===== src/rtl/dft_host_pkg.sv =====
// ----------------------------------------------------------------------------
// dft_host_pkg
// Shared definitions for the DFT host link: default widths, watchdog limit,
// skid credit width and the controller state encoding.
// ----------------------------------------------------------------------------
package dft_host_pkg;

    localparam int unsigned ADDR_W_DEF      = 12;
    localparam int unsigned BURST_W_DEF     = 4;
    localparam int unsigned TIMEOUT_CYC_DEF = 4096;

    // Credit = buffered words + in-flight read; never exceeds 2.
    localparam int unsigned CREDIT_MAX = 2;
    localparam int unsigned CREDIT_W   = 2;

    typedef enum logic [2:0] {
        StIdle,
        StSend,
        StRecv,
        StDone,
        StAbort
    } host_state_e;

endpackage


===== src/rtl/dft_host_skid.sv =====
// ----------------------------------------------------------------------------
// dft_host_skid
// Two-entry FIFO between the synchronous-read source memory and the
// accelerator read channel. A read issued in cycle t returns data on
// i_src_data in t+1; when the FIFO is empty that word is presented directly
// (bypass) so a sample can be offered the same cycle it arrives.
//
// Ports:
//   clk, n_Reset    clock, asynchronous active-low reset
//   i_flush         synchronous clear of FIFO and in-flight read
//   i_rd_issue      a source read is issued this cycle
//   i_src_data      source memory data (valid the cycle after a read)
//   i_ready         consumer accepts the head word
//   o_valid         head word available
//   o_data          head word
//   o_credit        buffered words + in-flight read
// ----------------------------------------------------------------------------
module dft_host_skid
    import dft_host_pkg::*;
#(
    parameter int unsigned DATA_W = 32
) (
    input  logic                clk,
    input  logic                n_Reset,
    input  logic                i_flush,
    input  logic                i_rd_issue,
    input  logic [DATA_W-1:0]   i_src_data,
    input  logic                i_ready,
    output logic                o_valid,
    output logic [DATA_W-1:0]   o_data,
    output logic [CREDIT_W-1:0] o_credit
);

    logic                r_pend;
    logic [DATA_W-1:0]   r_mem [2];
    logic                r_rd_ptr;
    logic                r_wr_ptr;
    logic [CREDIT_W-1:0] r_count;

    logic w_empty;
    logic w_pop;
    logic w_push;
    logic w_head_pop;

    assign w_empty    = (r_count == '0);
    assign o_valid    = !w_empty || r_pend;
    assign o_data     = w_empty ? i_src_data : r_mem[r_rd_ptr];
    assign w_pop      = o_valid && i_ready;
    // Arriving word is stored unless it bypasses an empty FIFO and is taken now.
    assign w_push     = r_pend && !(w_empty && w_pop);
    assign w_head_pop = w_pop && !w_empty;
    assign o_credit   = r_count + CREDIT_W'(r_pend);

    always_ff @(posedge clk or negedge n_Reset) begin
        if (!n_Reset) begin
            r_pend   <= 1'b0;
            r_rd_ptr <= 1'b0;
            r_wr_ptr <= 1'b0;
            r_count  <= '0;
            for (int i = 0; i < 2; i++) begin
                r_mem[i] <= '0;
            end
        end else if (i_flush) begin
            r_pend   <= 1'b0;
            r_rd_ptr <= 1'b0;
            r_wr_ptr <= 1'b0;
            r_count  <= '0;
        end else begin
            r_pend <= i_rd_issue;
            if (w_push) begin
                r_mem[r_wr_ptr] <= i_src_data;
                r_wr_ptr        <= ~r_wr_ptr;
            end
            if (w_head_pop) begin
                r_rd_ptr <= ~r_rd_ptr;
            end
            case ({w_push, w_head_pop})
                2'b10:   r_count <= r_count + CREDIT_W'(1);
                2'b01:   r_count <= r_count - CREDIT_W'(1);
                default: r_count <= r_count;
            endcase
        end
    end

endmodule


===== src/rtl/dft_host_link.sv =====
// ----------------------------------------------------------------------------
// dft_host_link
// Host side of the DFT accelerator bridge. On a start pulse it streams n
// samples from source memory onto the accelerator read channel (RDATA/RVALID,
// honouring RREADY), then accepts n results on the write channel
// (WVALID/WREADY) and writes them to result memory.
//
// Optional feature: define DFT_HOST_TIMEOUT_EN to enable a watchdog that
// aborts a transfer after TIMEOUT_CYC cycles without a handshake.
//
// Ports:
//   clk, n_Reset                   clock, asynchronous active-low reset
//   i_start, i_samp_number         start pulse and block length
//   o_busy, o_done, o_error        status
//   o_src_addr, o_src_rd, i_src_data   source memory read port
//   o_dst_addr, o_dst_wr, o_dst_data   result memory write port
//   o_RDATA, o_RVALID, i_RREADY, i_RBURST   accelerator read channel
//   i_WDATA, i_WVALID, o_WREADY, i_WBURST   accelerator write channel
// ----------------------------------------------------------------------------
module dft_host_link
    import dft_host_pkg::*;
#(
    parameter int unsigned ADDR_W      = ADDR_W_DEF,
    parameter int unsigned BURST_W     = BURST_W_DEF,
    parameter int unsigned TIMEOUT_CYC = TIMEOUT_CYC_DEF
) (
    input  logic               clk,
    input  logic               n_Reset,
    input  logic               i_start,
    input  logic [ADDR_W-1:0]  i_samp_number,
    output logic               o_busy,
    output logic               o_done,
    output logic               o_error,
    output logic [ADDR_W-1:0]  o_src_addr,
    output logic               o_src_rd,
    input  logic [31:0]        i_src_data,
    output logic [ADDR_W-1:0]  o_dst_addr,
    output logic               o_dst_wr,
    output logic [31:0]        o_dst_data,
    output logic [31:0]        o_RDATA,
    output logic               o_RVALID,
    input  logic               i_RREADY,
    input  logic [BURST_W-1:0] i_RBURST,
    input  logic [31:0]        i_WDATA,
    input  logic               i_WVALID,
    output logic               o_WREADY,
    input  logic [BURST_W-1:0] i_WBURST
);

    host_state_e r_state;
    host_state_e w_state_next;

    logic [ADDR_W-1:0] r_n;
    logic [ADDR_W-1:0] r_rd_idx;
    logic [ADDR_W-1:0] r_beat_idx;
    logic [ADDR_W-1:0] r_res_idx;

    logic [ADDR_W-1:0]   w_n_last;
    logic                w_start_ok;
    logic                w_skid_valid;
    logic                w_skid_ready;
    logic [31:0]         w_skid_data;
    logic [CREDIT_W-1:0] w_credit;
    logic                w_beat;
    logic                w_rd_issue;
    logic                w_flush;
    logic                w_timeout;
    logic                w_unused;

    // Burst tags are monitored only; the watchdog limit is idle without the feature.
    assign w_unused = ^{i_RBURST, i_WBURST, 32'(TIMEOUT_CYC)};

    assign w_n_last     = r_n - ADDR_W'(1);
    assign w_start_ok   = (r_state == StIdle) && i_start && (i_samp_number != '0);
    assign w_skid_ready = (r_state == StSend) && i_RREADY;
    assign w_beat       = w_skid_valid && w_skid_ready;
    assign w_flush      = w_start_ok || (r_state == StAbort);

    dft_host_skid #(
        .DATA_W (32)
    ) u_skid (
        .clk        (clk),
        .n_Reset    (n_Reset),
        .i_flush    (w_flush),
        .i_rd_issue (w_rd_issue),
        .i_src_data (i_src_data),
        .i_ready    (w_skid_ready),
        .o_valid    (w_skid_valid),
        .o_data     (w_skid_data),
        .o_credit   (w_credit)
    );

    assign o_RVALID   = w_skid_valid && (r_state == StSend);
    assign o_RDATA    = o_RVALID ? w_skid_data : '0;
    assign o_src_rd   = w_rd_issue;
    assign o_src_addr = r_rd_idx;
    assign o_dst_wr   = i_WVALID && o_WREADY;
    assign o_dst_addr = r_res_idx;
    assign o_dst_data = o_dst_wr ? i_WDATA : '0;

    always_comb begin
        w_state_next = r_state;
        o_busy       = 1'b0;
        o_done       = 1'b0;
        o_WREADY     = 1'b0;
        w_rd_issue   = 1'b0;
        unique case (r_state)
            StIdle: begin
                if (w_start_ok) begin
                    w_state_next = StSend;
                end
            end
            StSend: begin
                o_busy = 1'b1;
                // A full credit frees up when a beat leaves this cycle.
                w_rd_issue = (r_rd_idx < r_n) &&
                             ((w_credit < CREDIT_W'(CREDIT_MAX)) ||
                              ((w_credit == CREDIT_W'(CREDIT_MAX)) && w_beat));
                if (w_beat && (r_beat_idx == w_n_last)) begin
                    w_state_next = StRecv;
                end else if (w_timeout) begin
                    w_state_next = StAbort;
                end
            end
            StRecv: begin
                o_busy   = 1'b1;
                o_WREADY = 1'b1;
                if (i_WVALID && (r_res_idx == w_n_last)) begin
                    w_state_next = StDone;
                end else if (w_timeout) begin
                    w_state_next = StAbort;
                end
            end
            StDone: begin
                o_busy       = 1'b1;
                o_done       = 1'b1;
                w_state_next = StIdle;
            end
            StAbort: begin
                o_busy       = 1'b1;
                w_state_next = StIdle;
            end
            default: begin
                w_state_next = StIdle;
            end
        endcase
    end

    always_ff @(posedge clk or negedge n_Reset) begin
        if (!n_Reset) begin
            r_state    <= StIdle;
            r_n        <= '0;
            r_rd_idx   <= '0;
            r_beat_idx <= '0;
            r_res_idx  <= '0;
        end else begin
            r_state <= w_state_next;
            if (w_start_ok) begin
                r_n        <= i_samp_number;
                r_rd_idx   <= '0;
                r_beat_idx <= '0;
                r_res_idx  <= '0;
            end else begin
                if (w_rd_issue) begin
                    r_rd_idx <= r_rd_idx + ADDR_W'(1);
                end
                if (w_beat) begin
                    r_beat_idx <= r_beat_idx + ADDR_W'(1);
                end
                if (o_dst_wr) begin
                    r_res_idx <= r_res_idx + ADDR_W'(1);
                end
            end
        end
    end

`ifdef DFT_HOST_TIMEOUT_EN
    localparam int unsigned WDOG_W = $clog2(TIMEOUT_CYC + 1);

    logic [WDOG_W-1:0] r_wdog;
    logic              w_active;
    logic              w_handshake;

    assign w_active    = (r_state == StSend) || (r_state == StRecv);
    assign w_handshake = w_beat || o_dst_wr;
    // r_wdog counts stalled cycles already elapsed; this one is the last allowed.
    assign w_timeout   = w_active && !w_handshake &&
                         (r_wdog == WDOG_W'(TIMEOUT_CYC - 1));
    assign o_error     = (r_state == StAbort);

    always_ff @(posedge clk or negedge n_Reset) begin
        if (!n_Reset) begin
            r_wdog <= '0;
        end else if (w_start_ok || w_handshake || !w_active) begin
            r_wdog <= '0;
        end else begin
            r_wdog <= r_wdog + WDOG_W'(1);
        end
    end
`else
    assign w_timeout = 1'b0;
    assign o_error   = 1'b0;
`endif

endmodule


===== config.mk =====
export PLATFORM = sky130hd
export DESIGN_NAME = dft_host_link
export DESIGN_NICKNAME = d
export VERILOG_FILES = /design/src/rtl/dft_host_pkg.sv /design/src/rtl/dft_host_skid.sv /design/src/rtl/dft_host_link.sv
export SDC_FILE = /design/constraint.sdc
export NUM_CORES = 1
export LEC_CHECK = 0
export BUFFER_PORTS_ARGS = -buffer_cell sky130_fd_sc_hd__buf_4
export CAP_MARGIN = 0
export CORE_MARGIN = 5
export CORE_UTILIZATION = 48
export DETAILED_ROUTE_END_ITERATION = 8
export HOLD_SLACK_MARGIN = 0.08
export PLACE_DENSITY = 0.77
export SLEW_MARGIN = 10
export SYNTH_ARGS = -nofsm -noshare
export SYNTH_HDL_FRONTEND = slang
export SYNTH_SLANG_ARGS = --single-unit

===== constraint.sdc =====
create_clock -name clk -period 2.5 [get_ports clk]
set_clock_uncertainty 0.15 [all_clocks]
set_input_delay 0.125 -clock clk [delete_from_list [all_inputs] [get_ports clk]]
set_output_delay 0.125 -clock clk [all_outputs]
set_load 0.03 [all_outputs]

==> results of run 1 <==
## path summary, 6_finish.rpt
check / startpoint / end / cells after the start
min in group clk: i_start / u_skid.r_wr_ptr / 5
max reg2reg: r_n[0] / r_state[1] / 13
max: r_n[0] / r_state[1] / 13
min reg2reg: u_skid.r_mem[50] / u_skid.r_mem[50] / 1
max in group asynchronous: n_Reset / o_dst_addr[9] / 3
min: n_Reset / o_dst_addr[3] / 3
## registers in the layout, summed over array words and instances, names as in the netlist, 2 cells and up
| name | flops |
|---|---|
| r_n | 12 |
| o_dst_addr | 12 |
| r_state | 2 |
| o_src_addr | 12 |
| u_skid.r_count | 2 |
| u_skid.r_mem | 64 |
| r_beat_idx | 12 |
## through the flow
stage / worst slack [ps] / setup TNS, ps
after floorplan: -91.97 / -91.97
after global placement: -293.6 / -1100
after detailed placement: -354.9 / -1508
after CTS: -285.9 / -545.7
after global routing: -420.4 / -915.4
final: -285.5 / -529.1
## tightest hold or removal path, stage by stage
cell           delay (ps)
dlygate4sd3_1         520
buf_4                 160
buf_12                310
## cell type report
cell class | count | area, um2
Fill cell | 991 | 3946
Multi-Input combinational cell | 519 | 4020
Timing Repair Buffer | 308 | 2546
Inverter | 18 | 70.07
Clock inverter | 8 | 171.4
Tap cell | 184 | 230.2
Clock buffer | 22 | 454.2
Sequential cell | 119 | 2985
## cells by family after synthesis
| family | Yosys count |
|---|---|
| AND/OR/NAND/NOR | 221 |
| flip-flops | 119 |
| AO/OA/AOI/OAI | 118 |
| multiplexers | 101 |
| buffers and inverters | 63 |
| XOR/XNOR | 56 |
| adder cells (fa/ha/maj) | 22 |
| other | 1 |
## power breakdown
group | leakage [nW] | total [W] | internal, W | switching [W]
logic | 3.34 | 0.00585 | 0.00258 | 0.00327
clock network | 0.301 | 0.00261 | 0.00178 | 0.000830
registers | 1.42 | 0.00313 | 0.00263 | 0.000498
## metal layers
| layer | routed length (um) | global-route usage | vias to the layer above |
|---|---|---|---|
| met5 | 0 | 0 | - |
| met4 | 920 | 0.1258 | 0 |
| met3 | 1418 | 0.05650 | 49 |
| met2 | 10180 | 0.4170 | 268 |
| met1 | 8695 | 0.3141 | 3191 |
| li1 | - | - | 3059 |
## layout by cell type, fill, tap and decap left out, types with 3 or more instances in the layout
cell type	instances
and2_1	3
nand2_1	42
xnor2_1	25
dfrtp_1	113
o2111ai_1	3
dfrtp_2	6
or3_1	3
a21o_1	5
inv_2	4
clkbuf_1	4
a21oi_2	4
buf_12	6
dlygate4sd3_1	47
o21ai_1	6
nand4_1	3
ha_4	4
a211oi_1	36
a21oi_1	20
and3_1	43
buf_6	9
clkbuf_16	17
inv_1	13
mux2_1	64
ha_1	17
a2111oi_4	4
bufinv_16	5
o21ai_0	19
nand3_1	19
xor2_1	31
nor2_1	80
nor3_1	3
buf_4	245
mux2i_1	36
## what timing repair did
action,CTS,global route
setup buffers,6,7
endpoints found under the hold margin,197,0
hold buffers,47,0
endpoints found under the setup margin,16,65
pin swaps,10,14
resized for setup,24,24
==> metrics, run 1 <==
run status finished, violations left; failing checks negative setup slack; CTS tree yes; cell type with the largest total area after synthesis dfrtp_1; Total Die Area 17080 um2; vias in the first global route 6867; Total Nets Final 1094; Tcrit/Tclk final 1.114; CP Launch Type flip-flop; CP cell instances buf_6 -> inv_4 -> ha_4 -> nor3b_4 -> buf_6 -> buf_6 -> nor2_4 -> a21oi_2 -> o2111ai_2 -> a2111oi_4 -> o2111ai_2 -> a2bb2oi_2 -> mux2_4; Power, Total 0.01159 W; top_reg_cell synth dfrtp_1; largest net degree at the start of global routing 73; DP Area 9041 um2; Synth Area in Compound Gates 0.1138; antenna cell count 0; final std cells w/o fill 1178; cell with the most instances after synthesis dfrtp_1; Max-Cap Viols 0; core area 14420 um2; die extent in x 130.7 um; total number of vias 6567; fin util 0.7264; sequential fraction of the synthesis area 0.4260; global-route wire length before repair 33.90 mm; mux cell area share after synthesis 0.1563; Longest Clk Path Bufs 2; TritonCTS Sinks 119; CTS root buf clkbuf_16; GPL Wtd Cong 0.9302; mean cell area of the mapped netlist 9.972 um2; final worst setup slack -285.5 ps; critical path class flip-flop to flip-flop; placed cells 1088; buffers and inverters on the worst path 4; Chip Height 130.7 um; crit path DAT 2920 ps; maximum vdd drop 0.0008089 V; post-synthesis xor/xnor area fraction 0.07016; Post-synth EDFFs 0; most used cell, CP buf_6; Post-synth ARST share 1.000; Min-Delay Path Class primary input to async pin; Post-Route WL 21.22 mm; Final Hold Viols 0; register bit total from synthesis 119; synthesized cell area 6990 um2; Final Setup Violations 3; synth top area cells dfrtp_1, mux2_1, mux2i_1, nor2_1, ha_1; Ports 184; fmax 359.0 MHz; worst path required time 2640 ps; Final min period 2785 ps; RSZ-0062 raised after global routing true; drt pass-1 iters 5; Wirelength per Cell 18.01 um; Crit. End Element flip-flop; worst slew margin relative to its limit 0.4223; clock-pin slew on the worst setup and hold paths 50 ps; Synth top area share 0.4260; Worst Hold Slack 144.6 ps; DRT iter0 DRCs 463; Clock Latency Late Sink 410 ps; initial core utilization 0.4846; Synth top cells by count dfrtp_1, nor2_1, mux2_1, and3_1, nand2_1; PwrDens 1107 nW/um2; Leak Pwr 5.060 nW; gr ovfl total 0; number of port buffers 174; hpwl dp 14.47 mm; Finished Cell Area 10480 um2; GRT Total Usage 0.2530; layout cells sized above 1 0.3400; initial antenna violation count 0; YS warnings 0; Mapped Cells 701; R2R setup slack -290 ps; main combinational cell family by area after synthesis simple AND/OR/NAND/NOR gates; Cell variety after synth 57; Top Family by Delay on Critical Path compound AO/OA/AOI/OAI gates; CTS buffer count 17; worst slew pin tran 863.7 ps; Worst path max stage delay 390 ps; CP Max Fanout 6; DR vias/cell 5.575; area delta synth->final 49.88%; # rows 44; post-synthesis simple-gate area fraction 0.1577; residual DRC count 0; Mapped Nets 812; Worst path slowest cell dfrtp_1; Clock H-tree levels 4; Slew Viols, Final 0; Final ANT Viol Nets 0; adder-cell share of the synthesized area 0.03938
Note: power is estimated with default switching activity, not from simulation.
==> run 2, diff against run 1 <==
==> constraint.sdc (replaced) <==
create_clock -name clk -period 2.5 [get_ports clk]
set_clock_uncertainty 0.15 [all_clocks]
set_input_delay 0.5 -clock clk [delete_from_list [all_inputs] [get_ports clk]]
set_output_delay 0.5 -clock clk [all_outputs]
set_load 0.03 [all_outputs]
==> run 2 against run 1 <==
Net effect: the flow still finishes with violations (negative setup slack); worst hold slack better by 4.2 ps; total power is 13% higher; cell count decreased by 1.0%; utilization rose by 1.9 points; fmax down 0.34%; critical path type unchanged; critical endpoint unchanged; largest cell class unchanged.
==> metrics, run 2 (same netlist as run 1, synthesis figures left out) <==
hpwl dp 13.65 mm (-5.7%); critical path class flip-flop to flip-flop; Leak Pwr 5.152 nW (+1.8%); Ports 184 (unchanged); met2 Track Usage GR 0.4005 (-0.01651); Final Setup Violations 5 (+2); worst path required time 2660 ps (+20 ps); largest net degree at the start of global routing 67 (-8.2%); Final ANT Viol Nets 0 (unchanged); most frequent cells in the layout buf_4, dfrtp_1, nor2_1; run status finished, violations left; DRT iter0 DRCs 416 (-10%); PwrDens 1218 nW/um2 (+10%); commonest non-fill, non-tap cell in the layout buf_4; number of port buffers 174 (unchanged); Clock Latency Late Sink 420 ps (about the same); die extent in x 130.7 um (unchanged); clock-pin slew on the worst setup and hold paths 60 ps (about the same); maximum vdd drop 0.0009078 V (+12%); Post-Route WL 23.01 mm (+8.4%); Total Nets Final 1080 (-1.3%); final worst setup slack -295.1 ps (-9.609 ps); drt pass-1 iters 5 (unchanged); fin util 0.7457 (+0.01934); Top reg by flops u_skid.r_mem; DR vias/cell 5.642 (+1.2%); Clock H-tree levels 4 (unchanged); GR Layer Usage met3 0.05935 (+0.002846); Final TNS setup -889.7 ps (-360.6 ps); RSZ-0062 raised after global routing true; CP Launch Type flip-flop; Tcrit/Tclk final 1.118 (+0.003844); Slew Viols, Final 0 (unchanged); GRT Total Usage 0.2411 (-0.01189); grt peak-use layer met2; initial core utilization 0.4846 (unchanged); grt met1 use 0.3038 (-0.01028); Final min period 2795 ps (+9.609 ps); R2R setup slack -300 ps (about the same); Fill cells 918 (-7.4%); layout cells sized above 1 0.4297 (+0.08969); CTS root buf clkbuf_16; antenna cell count 0 (unchanged); Power, Total 0.01311 W (+13%); core area 14420 um2 (unchanged); Min-Delay Path Class primary input to flip-flop; GPL Wtd Cong 0.9596 (+3.2%); Final Hold Viols 0 (unchanged); TritonCTS Sinks 119 (unchanged); Wirelength per Cell 19.73 um (+9.5%); failing checks negative setup slack; gr ovfl total 0 (unchanged); footprint of the multi-input gates 4278 um2 (+6.4%); Longest Clk Path Bufs 2 (unchanged); fmax 357.8 MHz (-0.34%); Largest register FFs 64 (unchanged); total number of vias 6579 (+0.18%); CTS buffer count 17 (unchanged); CTS tree yes; Max-Cap Viols 0 (unchanged); initial antenna violation count 0 (unchanged); Total Die Area 17080 um2 (unchanged); Reg area 2988 um2 (about the same); Chip Height 130.7 um (unchanged); crit path DAT 2950 ps (+30 ps); vias in the first global route 6584 (-4.1%); Crit. End Element flip-flop; area delta synth->final 53.88%; global-route wire length before repair 32.53 mm (-4.1%); CP Max Fanout 7 (+1); residual DRC count 0 (unchanged); # rows 44 (unchanged)
==> run 2: power by group <==
part | switching, W | internal (W) | total [W]
combinational | 0.00396 | 0.00347 | 0.00743
clock | 0.000920 | 0.00158 | 0.00250
sequential | 0.000533 | 0.00264 | 0.00317
==> run 2: cell type report <==
| type | count | area share |
|---|---|---|
| Clock buffer | 19 | 0.04118 |
| Inverter | 18 | 0.006747 |
| Multi-Input combinational cell | 519 | 0.3977 |
| Timing Repair Buffer | 294 | 0.2408 |
| Sequential cell | 119 | 0.2778 |
| Clock inverter | 13 | 0.01442 |
| Tap cell | 184 | 0.02140 |
==> run 2: routing by layer <==
metal | up-vias | routed length, um
li1 | 3027 | -
met1 | 3188 | 9309
met2 | 287 | 11380
met3 | 77 | 1509
met4 | 0 | 808
met5 | - | 0
==> run 2: through the flow <==
step	cells	cell area, um2	setup WS [ps]	hold slack [ps]
2_1_floorplan	701	7196	-104.2	54.41
3_3_place_gp	1094	9256	-268.0	316.4
3_5_place_dp	1094	9256	-317.6	324.0
4_1_cts	1143	10130	-243.2	138.4
5_1_grt	1166	10760	-459.1	148.7
6_report	1166	10760	-295.1	148.8
==> run 2: path summary, 6_finish.rpt <==
path | endpoint | from | depth (start not counted)
max in group asynchronous | r_n[2] | n_Reset | 3
setup reg to reg | r_state[1] | r_n[1] | 11
min in group asynchronous | u_skid.r_mem[28] | n_Reset | 2
hold reg to reg | u_skid.r_mem[54] | u_skid.r_mem[54] | 1
setup / recovery | r_state[1] | r_n[1] | 11
hold / removal | r_n[2] | i_samp_number[2] | 3
==> run 2: timing repair <==
item | in CTS | in global routing
setup buffers | 15 | 12
pin swaps | 18 | 13
endpoints found under the setup margin | 102 | 137
gates resized for setup | 31 | 64
hold endpoints to repair | 30 | 0
hold buffers | 1 | 0
gates cloned | 1 | 11
==> run 2: critical path, stage by stage, from the launching register on <==
cell	delay [ps]
dfrtp_1	410
inv_2	110
ha_4	150
nor3b_4	350
buf_4	190
nand4_1	100
xnor2_1	160
nor2_1	130
nand3_1	110
nor4b_2	260
a2bb2oi_2	230
mux2_4	320
